<file path="src/rtl/demux4_stream_pkg.sv">
// Shared constants and types for the 1:4 byte-stream demultiplexer.
package demux_pkg;
    localparam int N_CH      = 4;
    localparam int DEF_WIDTH = 8;
    localparam int DEF_CNT_W = 8;

    typedef logic [1:0] ch_sel_t;
endpackage

</file>
<file path="src/rtl/demux4_stream_if.sv">
// Producer-side stream and four consumer channels of the demultiplexer.
interface demux4_stream_if #(parameter int WIDTH = demux_pkg::DEF_WIDTH);
    import demux_pkg::*;

    logic [WIDTH-1:0]      in_data;
    ch_sel_t               in_sel;
    logic                  in_valid;
    logic                  in_ready;
    logic                  rr_en;
    logic [N_CH*WIDTH-1:0] out_data;
    logic [N_CH-1:0]       out_valid;
    logic [N_CH-1:0]       out_ready;

    modport master (
        output in_data, in_sel, in_valid, rr_en, out_ready,
        input  in_ready, out_data, out_valid
    );

    modport slave (
        input  in_data, in_sel, in_valid, rr_en, out_ready,
        output in_ready, out_data, out_valid
    );
endinterface

</file>
<file path="src/rtl/demux4_stream_slot.sv">
// Single-entry output register for one channel; a load on the draining cycle
// replaces the payload without a bubble.
module stream_slot #(
    parameter int WIDTH = 8
) (
    input  logic             clk,
    input  logic             reset,
    input  logic             load_i,
    input  logic [WIDTH-1:0] data_i,
    input  logic             ready_i,
    output logic             valid_o,
    output logic [WIDTH-1:0] data_o
);
    logic             valid_q, valid_d;
    logic [WIDTH-1:0] data_q, data_d;

    always_comb begin
        valid_d = valid_q;
        data_d  = data_q;
        if (load_i) begin
            valid_d = 1'b1;
            data_d  = data_i;
        end else if (ready_i) begin
            valid_d = 1'b0;
        end
    end

    always_ff @(posedge clk) begin
        if (reset) begin
            valid_q <= 1'b0;
            data_q  <= '0;
        end else begin
            valid_q <= valid_d;
            data_q  <= data_d;
        end
    end

    assign valid_o = valid_q;
    assign data_o  = data_q;
endmodule

</file>
<file path="src/rtl/demux4_stream.sv">
// Steers one valid/ready byte stream to four buffered channels, either by explicit
// select or round-robin, with per-channel accepted-beat counters.
module demux4_stream
    import demux_pkg::*;
#(
    parameter int WIDTH = DEF_WIDTH,
    parameter int CNT_W = DEF_CNT_W
) (
    input  logic                  clk,
    input  logic                  reset,
    demux4_stream_if.slave        bus,
    output logic [N_CH*CNT_W-1:0] beat_cnt_o,
    output ch_sel_t               rr_ptr_o
);
    ch_sel_t          dest;
    ch_sel_t          rr_ptr_q, rr_ptr_d;
    logic             accept;
    logic [N_CH-1:0]  load;
    logic [N_CH-1:0]  slot_valid;
    logic [WIDTH-1:0] slot_data [N_CH];
    logic [CNT_W-1:0] cnt_q [N_CH];
    logic [CNT_W-1:0] cnt_d [N_CH];

    assign dest         = bus.rr_en ? rr_ptr_q : bus.in_sel;
    assign bus.in_ready = ~slot_valid[dest] | bus.out_ready[dest];
    assign accept       = bus.in_valid & bus.in_ready;

    // load is forced low without accept so an X select cannot reach channel state
    always_comb begin
        rr_ptr_d = rr_ptr_q;
        if (accept && bus.rr_en) begin
            rr_ptr_d = rr_ptr_q + 2'd1;
        end
        for (int k = 0; k < N_CH; k++) begin
            load[k]  = accept && (dest == ch_sel_t'(k));
            cnt_d[k] = load[k] ? cnt_q[k] + CNT_W'(1) : cnt_q[k];
        end
    end

    always_ff @(posedge clk) begin
        if (reset) begin
            rr_ptr_q <= '0;
            for (int k = 0; k < N_CH; k++) begin
                cnt_q[k] <= '0;
            end
        end else begin
            rr_ptr_q <= rr_ptr_d;
            for (int k = 0; k < N_CH; k++) begin
                cnt_q[k] <= cnt_d[k];
            end
        end
    end

    for (genvar g = 0; g < N_CH; g++) begin : g_slot
        stream_slot #(.WIDTH(WIDTH)) u_slot (
            .clk     (clk),
            .reset   (reset),
            .load_i  (load[g]),
            .data_i  (bus.in_data),
            .ready_i (bus.out_ready[g]),
            .valid_o (slot_valid[g]),
            .data_o  (slot_data[g])
        );
    end

    always_comb begin
        bus.out_data = '0;
        beat_cnt_o   = '0;
        for (int k = 0; k < N_CH; k++) begin
            bus.out_data[k*WIDTH +: WIDTH] = slot_data[k];
            beat_cnt_o[k*CNT_W +: CNT_W]   = cnt_q[k];
        end
    end

    assign bus.out_valid = slot_valid;
    assign rr_ptr_o      = rr_ptr_q;
endmodule

</file>
<file path="src/flat_wrapper.sv">
// flat-port wrapper written by rule: the top's interface ports become plain ports
module demux4_stream_flat import demux_pkg::*;
#(
    parameter int WIDTH = DEF_WIDTH,
    parameter int CNT_W = DEF_CNT_W
)
  (clk, reset, beat_cnt_o, rr_ptr_o, bus_in_data, bus_in_sel, bus_in_valid, bus_rr_en, bus_out_ready, bus_in_ready, bus_out_data, bus_out_valid);
  demux4_stream_if #(.WIDTH(WIDTH)) bus_i ();
  input  logic clk;
  input  logic reset;
  output logic [N_CH*CNT_W-1:0] beat_cnt_o;
  output ch_sel_t rr_ptr_o;
  input wire logic [$bits(bus_i.in_data)-1:0] bus_in_data;
  input wire logic [$bits(bus_i.in_sel)-1:0] bus_in_sel;
  input wire logic [$bits(bus_i.in_valid)-1:0] bus_in_valid;
  input wire logic [$bits(bus_i.rr_en)-1:0] bus_rr_en;
  input wire logic [$bits(bus_i.out_ready)-1:0] bus_out_ready;
  output wire logic [$bits(bus_i.in_ready)-1:0] bus_in_ready;
  output wire logic [$bits(bus_i.out_data)-1:0] bus_out_data;
  output wire logic [$bits(bus_i.out_valid)-1:0] bus_out_valid;
  assign bus_i.in_data = bus_in_data;
  assign bus_i.in_sel = bus_in_sel;
  assign bus_i.in_valid = bus_in_valid;
  assign bus_i.rr_en = bus_rr_en;
  assign bus_i.out_ready = bus_out_ready;
  assign bus_in_ready = bus_i.in_ready;
  assign bus_out_data = bus_i.out_data;
  assign bus_out_valid = bus_i.out_valid;
  demux4_stream #(.WIDTH(WIDTH), .CNT_W(CNT_W)) u_core (.clk(clk), .reset(reset), .bus(bus_i), .beat_cnt_o(beat_cnt_o), .rr_ptr_o(rr_ptr_o));
endmodule
</file>
<file path="config.mk">
export PLATFORM = sky130hd
export DESIGN_NAME = demux4_stream_flat
export DESIGN_NICKNAME = d
export VERILOG_FILES = /design/src/rtl/demux4_stream_pkg.sv /design/src/rtl/demux4_stream_if.sv /design/src/rtl/demux4_stream_slot.sv /design/src/rtl/demux4_stream.sv /design/src/flat_wrapper.sv
export SDC_FILE = /design/constraint.sdc
export NUM_CORES = 1
export LEC_CHECK = 0
export ABC_CLOCK_PERIOD_IN_PS = 4400
export CAP_MARGIN = 20
export CORE_UTILIZATION = 55
export CTS_CLUSTER_DIAMETER = 50
export DETAILED_ROUTE_END_ITERATION = 7
export DONT_BUFFER_PORTS = 1
export GPL_TIMING_DRIVEN = 0
export PLACE_DENSITY = 0.82
export SLEW_MARGIN = 20
export SYNTH_ARGS = -nofsm -noshare
export SYNTH_HDL_FRONTEND = slang
export SYNTH_SLANG_ARGS = --single-unit
</file>
<file path="constraint.sdc">
create_clock -name clk -period 4.4 [get_ports clk]
set_input_delay 0.44 -clock clk [delete_from_list [all_inputs] [get_ports clk]]
set_output_delay 0.44 -clock clk [all_outputs]
set_load 0.005 [all_outputs]
</file>
==> reports/results.md <==
| Quantity | Value | Unit |
|:---|:---|:---|
| Total setup violations reported at the end of the flow | 0 | - |
| Pins over their slew limit | 0 | - |
| Worst R2R Setup Slack | 2500 | ps |
| Start point of the worst hold path | bus_in_data[6] | - |
| TritonCTS clock tree | done | - |
| Endpoint of the worst setup timing path | bus_in_ready | - |
| Reported max-cap violation count | 0 | - |
| Count of yosys warnings during synthesis | 0 | - |
| First element of the critical path | u_core.rr_ptr_o[1] | - |
| 1st-iter DRT viols | 112 | - |
| Final worst hold slack | 230 | ps |
| Largest driver fanout on the critical path | 7 | - |
| Wirelength, routed | 6520 | um |
| Max Root-Sink Buffers | 2 | - |
| Die area | 5670 | um^2 |
| Number of levels in the clock H-tree | 3 | - |
| # hold bufs at CTS | 0 | - |
| Post-route DRC violation count | 0 | - |
| Max Clock Skew | 11.3 | ps |
| Layout cell share with drive strength beyond 1 | 0.102 | - |
| Required time of the critical path | 3960 | ps |
| Fraction of power consumed by combinational cells | 0.068 | - |
| Wire length of the first global-routing pass | 9610 | um |
| Worst vdd ir | 0.252 | mV |
| Count of endpoints failing hold in the final timing report | 0 | - |
| Slew of the pin with the lowest slew margin | 527 | ps |
| Half-perimeter wire length after detailed placement | 4650 | um |
| Synthesized area | 2950 | um^2 |
| Outcome | finished clean | - |
| Share of total power in the clock network | 0.386 | - |
| Post-Layout Cell Count | 402 | - |
| IO Count | 89 | - |
| Internal Pwr Total | 0.000920 | W |
| DRT antenna net count | 0 | - |
| Power density over cell area | 380 | nW/um^2 |
| Vias in the first global route | 2130 | - |
| Chip Height | 75.3 | um |
| Post-synthesis sequential element count | 70 | - |
| Root buf cell | sky130_fd_sc_hd__clkbuf_8 | - |
| F_max | 0.519 | GHz |
| Clock sinks | 70 | - |
| Setup repair after global routing missed its margin | no | - |
| Register area share after synthesis | 0.474 | - |
| Dpl cells | 386 | - |
| Cts bufs inserted | 9 | - |
| Post-Syn Area per Cell | 9.35 | um^2 |
| Largest net degree at the start of global routing | 13 | - |
| Area growth from synthesis to final layout | 9.23 | % |
| Leakage power total | 1.28 | nW |
| Global routing usage summed across all routing layers | 0.230 | - |
| Post-CTS Setup Repair Bufs | 0 | - |
| Total via count in the routed design | 2317 | - |
| Sequential power share | 0.545 | - |
| Net count after synthesis | 338 | - |
| Gate count after technology mapping | 316 | - |
| R2R Path Start | u_core.rr_ptr_o[0] | - |
| Detailed-route vias per instance | 5.76 | - |
| Global placer's final weighted congestion | 0.802 | - |
| R2r worst-path depth | 6 | - |
| Critical Path Start Type | flip-flop | - |
| Synth area leaders | sky130_fd_sc_hd__dfxtp_1 (47%), sky130_fd_sc_hd__mux2i_1 (10%), sky130_fd_sc_hd__a21oi_1 (6.3%) | - |
| Initial Util | 0.575 | - |
| Die X | 75.3 | um |
| Nets | 349 | - |
| WS Path Type | reg -> out | - |
| Arrival time worst endpoint | 1490 | ps |
| Final worst path period share | 0.438 | - |
| Crit path time final | 1930 | ps |
| Largest area contributor in the synthesized netlist | sky130_fd_sc_hd__dfxtp_1 | - |
| Final-layout setup total negative slack | 0 | ps |
| Number of distinct library cell variants in the gate-level netlist after synthesis | 29 | - |
| Worst relative slew slack | 0.649 | - |
| Net Sw Frac | 0.250 | - |
| Area of the placeable core | 5140 | um^2 |
| Worst hold-check path type | in -> reg | - |
| WL per Instance | 16.2 | um |
| Remaining global-route overflow | 0 | - |
| Endpoint type of the worst setup path | primary output | - |
| Switching component of the power | 0.000307 | W |
| ANT cells | 0 | - |
| Terminus of the critical flop-to-flop path | u_core.g_slot[1].u_slot.data_o[2] | - |
| Clock network latency to the later pin of the worst-skew pair | 340 | ps |
| Clock-pin transition on the worst setup and hold timing paths | 70 | ps |
| First-pass iteration count of the detailed router | 4 | - |
| I/O Buffers | 0 | - |
| Top-area cell type share of the netlist area | 0.474 | - |
| Number of resized instances in the post-cts repair step | 0 | - |
| Number of antenna violations at the first check in global routing | 0 | - |
| Count of standard-cell rows | 26 | - |
[logic make-up (layout without fill, tap and decap cells)]
logic type	Yosys count	in the layout	synth area share
AOI/OAI and AO/OA	62	62	0.118
and+or+nand+nor	114	114	0.211
buffers and inverters	29	45	0.0470
xor gates and xnor gates	4	4	0.0119
muxes	33	33	0.121
DFF	70	70	0.474
adders and majority gates	4	4	0.0169
[synthesized netlist by cell type (all sizes together)]
master    n
dfxtp    70
a21oi    37
nor2     33
mux2i    32
nand2    31
or4      15
o31ai    14
buf      11
clkbuf   10
o21ai    10
or3       9
inv       8
nand3     8
ha        4
nand2b    4
nand4     4
and4      3
xor2      3
nand4b    2
nor2b     2
a21o      1
mux2      1
nand4bb   1
nor3      1
or2       1
xnor2     1
[per-layer routing]
layer | wire (um) | vias up | share of wire | track usage
li1 | - | 1139 | - | -
met3 | 555 | 10 | 0.085 | 0.0857
met2 | 3110 | 82 | 0.48 | 0.383
met4 | 115 | 0 | 0.018 | 0.113
met1 | 2740 | 1086 | 0.42 | 0.260
met5 | 0 | - | 0 | 0
[power groups by stage]
stage | combinational (W) | clock, W | sequential (W)
3_5_place_dp | 0.0000839 | 0 | 0.000683
3_3_place_gp | 0.0000817 | 0 | 0.000683
4_1_cts | 0.0000847 | 0.000481 | 0.000669
5_1_grt | 0.0000926 | 0.000507 | 0.000672
6_report | 0.0000838 | 0.000474 | 0.000669
2_1_floorplan | 0.0000672 | 0 | 0.000678
[cell usage in the layout, fill, tap and decap left out, types with 2 or more instances in the layout]
| cell type | n |
|---|---|
| sky130_fd_sc_hd__ha_1 | 4 |
| sky130_fd_sc_hd__nand3_1 | 8 |
| sky130_fd_sc_hd__xor2_1 | 3 |
| sky130_fd_sc_hd__clkbuf_8 | 11 |
| sky130_fd_sc_hd__nand4_1 | 4 |
| sky130_fd_sc_hd__dfxtp_1 | 70 |
| sky130_fd_sc_hd__or4_1 | 15 |
| sky130_fd_sc_hd__buf_2 | 6 |
| sky130_fd_sc_hd__clkinvlp_4 | 2 |
| sky130_fd_sc_hd__inv_1 | 8 |
| sky130_fd_sc_hd__mux2i_1 | 30 |
| sky130_fd_sc_hd__clkbuf_1 | 10 |
| sky130_fd_sc_hd__nor2b_1 | 2 |
| sky130_fd_sc_hd__o31ai_1 | 14 |
| sky130_fd_sc_hd__a21oi_1 | 37 |
| sky130_fd_sc_hd__nor2_1 | 33 |
| sky130_fd_sc_hd__nand4b_4 | 2 |
| sky130_fd_sc_hd__nand2b_1 | 4 |
| sky130_fd_sc_hd__mux2i_4 | 2 |
| sky130_fd_sc_hd__clkinv_2 | 2 |
| sky130_fd_sc_hd__or3_1 | 9 |
| sky130_fd_sc_hd__o21ai_0 | 10 |
| sky130_fd_sc_hd__nand2_1 | 31 |
| sky130_fd_sc_hd__buf_4 | 4 |
| sky130_fd_sc_hd__and4_1 | 3 |
[through the flow]
| stage | setup WS (ps) | util | power [W] | instance area, um^2 |
|---|---|---|---|---|
| floorplan | 2640 | - | 0.000746 | 2950 |
| global placement | 2410 | 0.592 | 0.000765 | 3040 |
| detailed placement | 2390 | 0.592 | 0.000767 | 3040 |
| CTS | 2450 | 0.628 | 0.00124 | 3230 |
| global route | 2350 | 0.628 | 0.00127 | 3230 |
| finish | 2470 | 0.628 | 0.00123 | 3230 |
[layout make-up]
class | instances | area, um^2
clock buffer | 11 | 151
inverter | 8 | 30.0
fill | 480 | 1910
sequential | 70 | 1400
multi-input combinational | 217 | 1410
clock inverter | 5 | 33.8
buffer | 21 | 109
tap | 70 | 87.6
[flip-flops by register name, indices dropped and copies added (netlist names)]
signal,cells
u_core.cnt_q,32
u_core.g_slot.u_slot.data_o,32
u_core.g_slot.u_slot.valid_o,4
u_core.rr_ptr_o,2
[worst min path at each step]
stage	endpoint	cells past startpoint
floorplan	u_core.g_slot[0].u_slot.data_o[0]	2
global placement	u_core.g_slot[0].u_slot.data_o[2]	2
detailed placement	u_core.g_slot[0].u_slot.data_o[4]	2
CTS	u_core.g_slot[0].u_slot.data_o[6]	2
global route	u_core.g_slot[0].u_slot.data_o[4]	2
finish	u_core.g_slot[0].u_slot.data_o[6]	2
[worst max-delay path, stage by stage, from the launching register on]
cell,delay (ps)
sky130_fd_sc_hd__dfxtp_1,370
sky130_fd_sc_hd__mux2i_4,290
sky130_fd_sc_hd__mux2i_1,340
sky130_fd_sc_hd__mux2i_1,140
(Power assumes the default switching activity.)
